[src/rtl/rand_range_gen_if.sv]
// rand_range_gen_if: valid/ready stream that carries bounded random values to game logic
//   rnd_valid  producer -> consumer  rnd_data holds an accepted value
//   rnd_ready  consumer -> producer  consumer takes rnd_data on a cycle with rnd_valid=1
//   rnd_data   producer -> consumer  random value, OUT_W bits
interface rand_range_gen_if #(
   parameter int OUT_W = 8
);
   logic             rnd_valid;
   logic             rnd_ready;
   logic [OUT_W-1:0] rnd_data;
   modport master (output rnd_valid, output rnd_data, input rnd_ready);
   modport slave  (input rnd_valid, input rnd_data, output rnd_ready);
endinterface

[src/rtl/rand_range_gen.sv]
// rand_range_gen: 16-bit XNOR LFSR (taps 15,14,12,3) reduced by mask-and-reject to an unbiased value in [0,bound]
//   clk          single clock, all state on posedge
//   reset        asynchronous, active-high
//   seed_load    synchronous reseed strobe (highest priority), seed_in is the new LFSR state
//   bound        inclusive upper limit of the output, sampled while filling only
//   rnd          stream master: rnd_valid / rnd_ready / rnd_data
//   lfsr_state   current LFSR state register
//   reject_cnt   rejected candidates, saturating at 16'hFFFF
//   lockup_flag  sticky: the all-ones lockup state was recovered
// Build option RNG_LOCKUP_RECOVER_EN: when defined, an all-ones state seen while filling is
//   replaced by DEFAULT_SEED and lockup_flag is set; otherwise lockup_flag stays 0.
module rand_range_gen #(
   parameter int          OUT_W        = 8,
   parameter logic [15:0] DEFAULT_SEED = 16'hACE1
) (
   input  logic             clk,
   input  logic             reset,
   input  logic             seed_load,
   input  logic [15:0]      seed_in,
   input  logic [OUT_W-1:0] bound,
   rand_range_gen_if.master rnd,
   output logic [15:0]      lfsr_state,
   output logic [15:0]      reject_cnt,
   output logic             lockup_flag
);
   typedef enum logic {FILL, VALID} state_t;
   state_t           st, st_n;
   logic [15:0]      lfsr_n, rej_n, step;
   logic [OUT_W-1:0] mask, cand, data_q, data_n;
   logic             valid_q, valid_n, lock_n, lockup;
   assign step = {lfsr_state[14:0], lfsr_state[15] ~^ lfsr_state[14] ~^ lfsr_state[12] ~^ lfsr_state[3]};
   // smallest all-ones mask covering bound, so every candidate is equally likely
   always_comb begin
      mask = '0;
      for (int i = 0; i < OUT_W; i++) mask[i] = |(bound >> i);
   end
   assign cand = lfsr_state[OUT_W-1:0] & mask;
`ifdef RNG_LOCKUP_RECOVER_EN
   assign lockup = (lfsr_state == 16'hFFFF);
`else
   assign lockup = 1'b0;
`endif
   always_comb begin
      st_n    = st;
      lfsr_n  = lfsr_state;
      data_n  = data_q;
      valid_n = valid_q;
      rej_n   = reject_cnt;
      lock_n  = lockup_flag;
      if (seed_load) begin
         st_n    = FILL;
         lfsr_n  = seed_in;
         valid_n = 1'b0;
         rej_n   = '0;
         lock_n  = 1'b0;
      end else if (st == FILL) begin
         if (lockup) begin
            // recovery cycle neither accepts nor rejects
            lfsr_n = DEFAULT_SEED;
            lock_n = 1'b1;
         end else begin
            lfsr_n = step;
            if (cand <= bound) begin
               data_n  = cand;
               valid_n = 1'b1;
               st_n    = VALID;
            end else begin
               rej_n = (reject_cnt == 16'hFFFF) ? reject_cnt : reject_cnt + 16'd1;
            end
         end
      end else if (rnd.rnd_ready) begin
         valid_n = 1'b0;
         st_n    = FILL;
      end
   end
   always_ff @(posedge clk or posedge reset) begin
      if (reset) begin
         st          <= FILL;
         lfsr_state  <= DEFAULT_SEED;
         data_q      <= '0;
         valid_q     <= 1'b0;
         reject_cnt  <= '0;
         lockup_flag <= 1'b0;
      end else begin
         st          <= st_n;
         lfsr_state  <= lfsr_n;
         data_q      <= data_n;
         valid_q     <= valid_n;
         reject_cnt  <= rej_n;
         lockup_flag <= lock_n;
      end
   end
   assign rnd.rnd_valid = valid_q;
   assign rnd.rnd_data  = data_q;
endmodule

[src/flat_wrapper.sv]
// flat-port wrapper written by rule: the top's interface ports become plain ports
module rand_range_gen_flat 
#(
   parameter int          OUT_W        = 8,
   parameter logic [15:0] DEFAULT_SEED = 16'hACE1
)
  (clk, reset, seed_load, seed_in, bound, lfsr_state, reject_cnt, lockup_flag, rnd_rnd_valid, rnd_rnd_data, rnd_rnd_ready);
  rand_range_gen_if #(.OUT_W(OUT_W)) rnd_i ();
  input  logic clk;
  input  logic reset;
  input  logic seed_load;
  input  logic [15:0] seed_in;
  input  logic [OUT_W-1:0] bound;
  output logic [15:0] lfsr_state;
  output logic [15:0] reject_cnt;
  output logic lockup_flag;
  output wire logic [$bits(rnd_i.rnd_valid)-1:0] rnd_rnd_valid;
  output wire logic [$bits(rnd_i.rnd_data)-1:0] rnd_rnd_data;
  input wire logic [$bits(rnd_i.rnd_ready)-1:0] rnd_rnd_ready;
  assign rnd_rnd_valid = rnd_i.rnd_valid;
  assign rnd_rnd_data = rnd_i.rnd_data;
  assign rnd_i.rnd_ready = rnd_rnd_ready;
  rand_range_gen #(.OUT_W(OUT_W), .DEFAULT_SEED(DEFAULT_SEED)) u_core (.clk(clk), .reset(reset), .seed_load(seed_load), .seed_in(seed_in), .bound(bound), .rnd(rnd_i), .lfsr_state(lfsr_state), .reject_cnt(reject_cnt), .lockup_flag(lockup_flag));
endmodule
[config.mk]
export PLATFORM = sky130hd
export DESIGN_NAME = rand_range_gen_flat
export DESIGN_NICKNAME = d
export VERILOG_FILES = /design/src/rtl/rand_range_gen_if.sv /design/src/rtl/rand_range_gen.sv /design/src/flat_wrapper.sv
export SDC_FILE = /design/constraint.sdc
export NUM_CORES = 1
export LEC_CHECK = 0
export BUFFER_PORTS_ARGS = -buffer_cell sky130_fd_sc_hd__clkbuf_2
export CAP_MARGIN = 5
export CORE_ASPECT_RATIO = 1.25
export CORE_MARGIN = 5
export CORE_UTILIZATION = 58
export CTS_BUF_LIST = sky130_fd_sc_hd__clkbuf_8
export DETAILED_ROUTE_END_ITERATION = 10
export GPL_TIMING_DRIVEN = 0
export PLACE_DENSITY = 0.88
export SLEW_MARGIN = 20
export SYNTH_ARGS = -nofsm -noshare
export SYNTH_HDL_FRONTEND = slang
export SYNTH_SLANG_ARGS = --single-unit
[constraint.sdc]
create_clock -name clk -period 6.9 [get_ports clk]
set_clock_uncertainty 0.1 [all_clocks]
set_input_delay 1.035 -clock clk [delete_from_list [all_inputs] [get_ports clk]]
set_output_delay 1.035 -clock clk [all_outputs]
set_load 0.02 [all_outputs]
; Word level (Yosys, flattened, before mapping)
; Index checks and enable logic that the tools add are counted.
[op_classes]
order_cmp = 1
mux = 14
n_bitwise = 6
n_addsub = 1
eq_ne = 5
n_reduce_logical = 11
[ops]
columns = cell, count
row1 = 16-bit two-way mux, 6
row2 = 16-bit by 1-bit adder with 16-bit output (second input constant), 1
row3 = 16-bit == test (second input constant), 1
row4 = 8-bit AND, 1
row5 = 8-bit less-or-equal comparator, 1
row6 = 1-bit two-way mux, 8
row7 = 8-bit OR reduction, 1
row8 = 7-bit OR reduction, 1
row9 = 2-bit != test (second input constant), 3
row10 = 3-bit AND reduction, 2
row11 = 6-bit OR reduction, 1
row12 = 5-bit OR reduction, 1
row13 = 4-bit OR reduction, 1
row14 = 3-bit != test (second input constant), 1
row15 = 3-bit nonzero test, 1
row16 = 3-bit OR reduction, 1
row17 = 1-bit bitwise XNOR, 3
row18 = 1-bit NOT, 2
row19 = 2-bit AND reduction, 1
row20 = 2-bit OR reduction, 1
[totals]
word_cells = 43
ff_bits = 42

; Depth between registers and ports, before layout
[logic_depth]
ltp_word = 6
depth_mapped = 11

; Worst setup path after synthesis
; Ideal clock, no wire load.
[synth_timing]
kind = in2reg
from = input port bound[7]
to = register u_core.data_q[1], in the netlist u_core.rnd.rnd_data[1]
stages = 10
arrival_time_ns = 3.629
slack_ns = 3.046
n_path_buf = 0
setup_time_ns = 0.125
path_cell_list = or4_1 > or3_1 > o21a_1 > ha_1 > nor2b_1 > o211ai_1 > nand3b_2 > and2_4 > nor3_4 > mux2_2
[synth_via]
elab_chain_len = 4
word_cells_on_any_way = 10
cone_classes = order compare (1) / bitwise (1) / reduce/logical (8)
[synth_lines]
columns = element, line
row1 = "start, declared", flat_wrapper.sv:13  ; input logic [OUT_W-1:0] bound;
row2 = 7-bit OR reduction (*), rand_range_gen.sv:35  ; for (int i = 0; i < OUT_W; i++) mask[i] = |(bound >> i);
row3 = 8-bit AND (*), rand_range_gen.sv:37  ; assign cand = lfsr_state[OUT_W-1:0] & mask;
row4 = net u_core.cand[1], rand_range_gen.sv:29  ; logic [OUT_W-1:0] mask, cand, data_q, data_n;
row5 = 8-bit less-or-equal comparator, rand_range_gen.sv:63  ; if (cand <= bound) begin
row6 = 3-bit AND reduction (no source line), --
row7 = "end signal, assigned", rand_range_gen.sv:87  ; data_q <= data_n;
row8 = "end, declared", rand_range_gen.sv:29
; Mark *: on every way through the listed nets, which the timed path passes. The rest lies on a longest branch.
; A chain may end at the register's enable or synchronous reset.

; Worst setup path after layout
[layout_timing]
from = input port bound[7]
to = register u_core.reject_cnt[9]
[layout_via]
elab_chain_len = 5
word_cells_on_any_way = 11
cone_classes = order compare (1) / eq/ne (1) / bitwise (1) / reduce/logical (8)
[layout_lines]
columns = element, line
row1 = 7-bit OR reduction, rand_range_gen.sv:35
row2 = 8-bit AND, rand_range_gen.sv:37
row3 = net u_core.cand[1], rand_range_gen.sv:29
row4 = 8-bit less-or-equal comparator, rand_range_gen.sv:63
row5 = 2-bit != test (no source line), --
row6 = 3-bit AND reduction (no source line), --
row7 = "end signal, assigned", rand_range_gen.sv:89  ; reject_cnt <= rej_n;
row8 = "end, declared", rand_range_gen.sv:23  ; output logic [15:0] reject_cnt,
; The timed path passes the listed nets, and every way through them passes these cells.

==> results.tsv <==
metric	value	unit
crit_required	7.00	ns
top_layer_used	met4	
grt_max_degree	33	
synth_seq_cells	42	
nets	355	
reg2reg_to	u_core.rnd.rnd_data[5]$_DFFE_PP0P_	
seq_area_frac_synth	43.6	%
clkSinkCount	42	
antenna_found_initial	0	
start_kind	input port	
die_y	82.5	um
met2_length	3120	um
vias	2168	
synth_most_common_cell	dfrtp_1	
fmax	252	MHz
status	finished, final reports clean	
syn-cell-area	2440	um^2
fin_area	2980	um^2
synth-main-ff-cell	dfrtp_1	
pin_count	70	
hold_start	u_core.rnd.rnd_data[1]$_DFFE_PP0P_	
area_delta_synth_final	22.4	%
wl_met3	418	um
grt_overflow	0	
fin_ws	2.94	ns
first_pass_iters	4	
grt_usage	24.3	%
cts_tree	done	
ys_warn_count	0	
slew_viol_final	0	
wl	6080	um
holdBufCountCts	0	
arrival	4.06	ns
post_cts_buffers	0	
placed_area	2870	um^2
cp_max_fo	10	
p_leak	1.39	nW
htreeDepth	2	
setup.worst_path.end_class	flop	
fp.dieW	68.0	um
hp-class	flop to flop	
yosysTopAreaCell	dfrtp_1	
synth_area_leaders	dfrtp_1 (35%), dfstp_2 (8.6%), mux2i_1 (7.4%)	
async_flop_share	100	%
worstSetupPathType	input port to flop	
ys_top_cells_by_count	dfrtp_1 (34), nand2_1 (26), mux2i_1 (18), o21ai_0 (16), mux2_2 (13)	
rrSetupSlack	4.12	ns
ant_nets	0	
synth_edf_count	0	
holdWs	0.407	ns
synth_area_per_cell	10.0	um^2
clk_pin_slew_worst_paths	0.09	ns
avgRoutedWirePerCell	16.2	um
post-route-drc-count	0	
finalSetupViolCount	0	
cts_made_buffers	5	
insertion_delay	0.30	ns
dp_hpwl	4550	um
cts_root_buf	clkbuf_8	
rr_startpoint	u_core.lfsr_state[5]$_DFFE_PP1P_	
worstRegToRegCells	8	
synth_top_area_share	34.9	%
ctsResizeCount	0	
hold_violations	0	
rows	26	
powerDensity	237	nW/um^2
synthCells	243	
met1_length	2430	um
ys_types	48	
routabilityCongestion	0.851	
grt_pass1_wl	10100	um
drtIter0Drc	177	
irDropWorstVdd	0.229	mV
dieArea	5600	um^2
drv_cap	0	
power.total	708	uW
min_path_cells	1	
min_delay_worst_endpoint	u_core.rnd.rnd_data[1]$_DFFE_PP0P_	
avgViaCountPerCell	5.77	
grt_pass1_vias	2190	
syn-num-nets	279	
clockBufferDepth	2	
fin_crit	3.96	ns
max-slew-margin-rel	55.7	%
fp.coreArea	4070	um^2
drive_gt1_share	34.7	%
worst_pin_slew	0.665	ns
rsz0062_at_grt	false	
io_buffers	68	
final.period_utilization	57.4	%
dpl_worst_slack	2.62	ns
diodes	0	
start_util	59.9	%
fin_setup_tns	0	ns
==> state kept, by name (all words and copies together), names as in the netlist <==
name                  cells
u_core.lfsr_state        16
u_core.reject_cnt        16
u_core.rnd.rnd_data       8
u_core.rnd.rnd_valid      1
u_core.st                 1
==> through the flow <==
| stage | cells | util, % |
|---|---|---|
| 2_1_floorplan | 243 | - |
| 3_3_place_gp | 367 | 70.0 |
| 3_5_place_dp | 368 | 70.5 |
| 4_1_cts | 376 | 73.4 |
| 5_1_grt | 376 | 73.4 |
| 6_report | 376 | 73.4 |
==> layout by cell type, fill, tap and decap left out, types with 5 or more instances in the layout <==
cell type  count
o41ai_1        5
nor2b_1        7
dfrtp_1       34
mux2i_1       18
clkbuf_2      68
nand3_1        8
nor2_1        12
clkbuf_8       6
o21ai_0       16
nand2_1       26
inv_1         12
dfstp_2        8
mux2_2        13
a21oi_1        9
clkbuf_1       6
ha_1           8
==> final cells by class <==
cell class | count | area, um^2
multi-input combinational | 177 | 1280
fill | 306 | 1080
sequential | 42 | 1060
timing repair buffer | 69 | 360
clock buffer | 6 | 82.6
tap | 56 | 70.1
buffer | 12 | 50.0
inverter | 12 | 45.0
clock inverter | 2 | 33.8
==> per-layer routing <==
metal,GRT usage [%],up-vias
met5,0,-
met4,11.5,0
met3,6.22,12
met2,40.2,83
met1,29.1,1044
li1,-,1029
==> worst max-delay path: stages <==
cell      delay (ns)
clkbuf_2        0.12
or4_1           0.58
or3_1           0.39
o21a_1          0.21
ha_1            0.29
nor2b_1         0.14
o211ai_1        0.10
nand3b_2        0.14
nand3_4         0.14
buf_2           0.21
nor4_1          0.34
mux2_2          0.37
==> logic make-up (layout without fill, tap and decap cells) <==
group,Yosys count,count (layout),share of synthesized area (%)
compound gates,42,42,11.0
xor+xnor,3,3,1.08
fa+ha+maj,8,8,4.11
buf+inv,24,101,3.90
flops,42,42,43.6
mux,32,32,14.0
other cells,1,1,0.154
simple gates,91,91,22.2
==> report_power, final <==
group          internal [mW]  leakage (nW)  total (mW)  switching, mW
combinational         0.0803         0.803       0.198          0.118
sequential             0.282         0.528       0.307         0.0251
clock                  0.117        0.0626       0.202         0.0858
==> how the worst max path moves through the flow <==
stage              from                                  to  slack (ns)  cells past startpoint
3_5_place_dp   bound[7]  u_core.rnd.rnd_data[5]$_DFFE_PP0P_        2.62                     11
2_1_floorplan  bound[7]  u_core.rnd.rnd_data[1]$_DFFE_PP0P_        3.05                     10
3_3_place_gp   bound[7]   u_core.reject_cnt[11]$_DFFE_PP0P_        2.71                     12
5_1_grt        bound[7]   u_core.reject_cnt[11]$_DFFE_PP0P_        2.80                     12
6_report       bound[7]    u_core.reject_cnt[9]$_DFFE_PP0P_        2.94                     12
4_1_cts        bound[7]  u_core.rnd.rnd_data[1]$_DFFE_PP0P_        2.94                     11
Note: power is estimated with default switching activity, not from simulation.
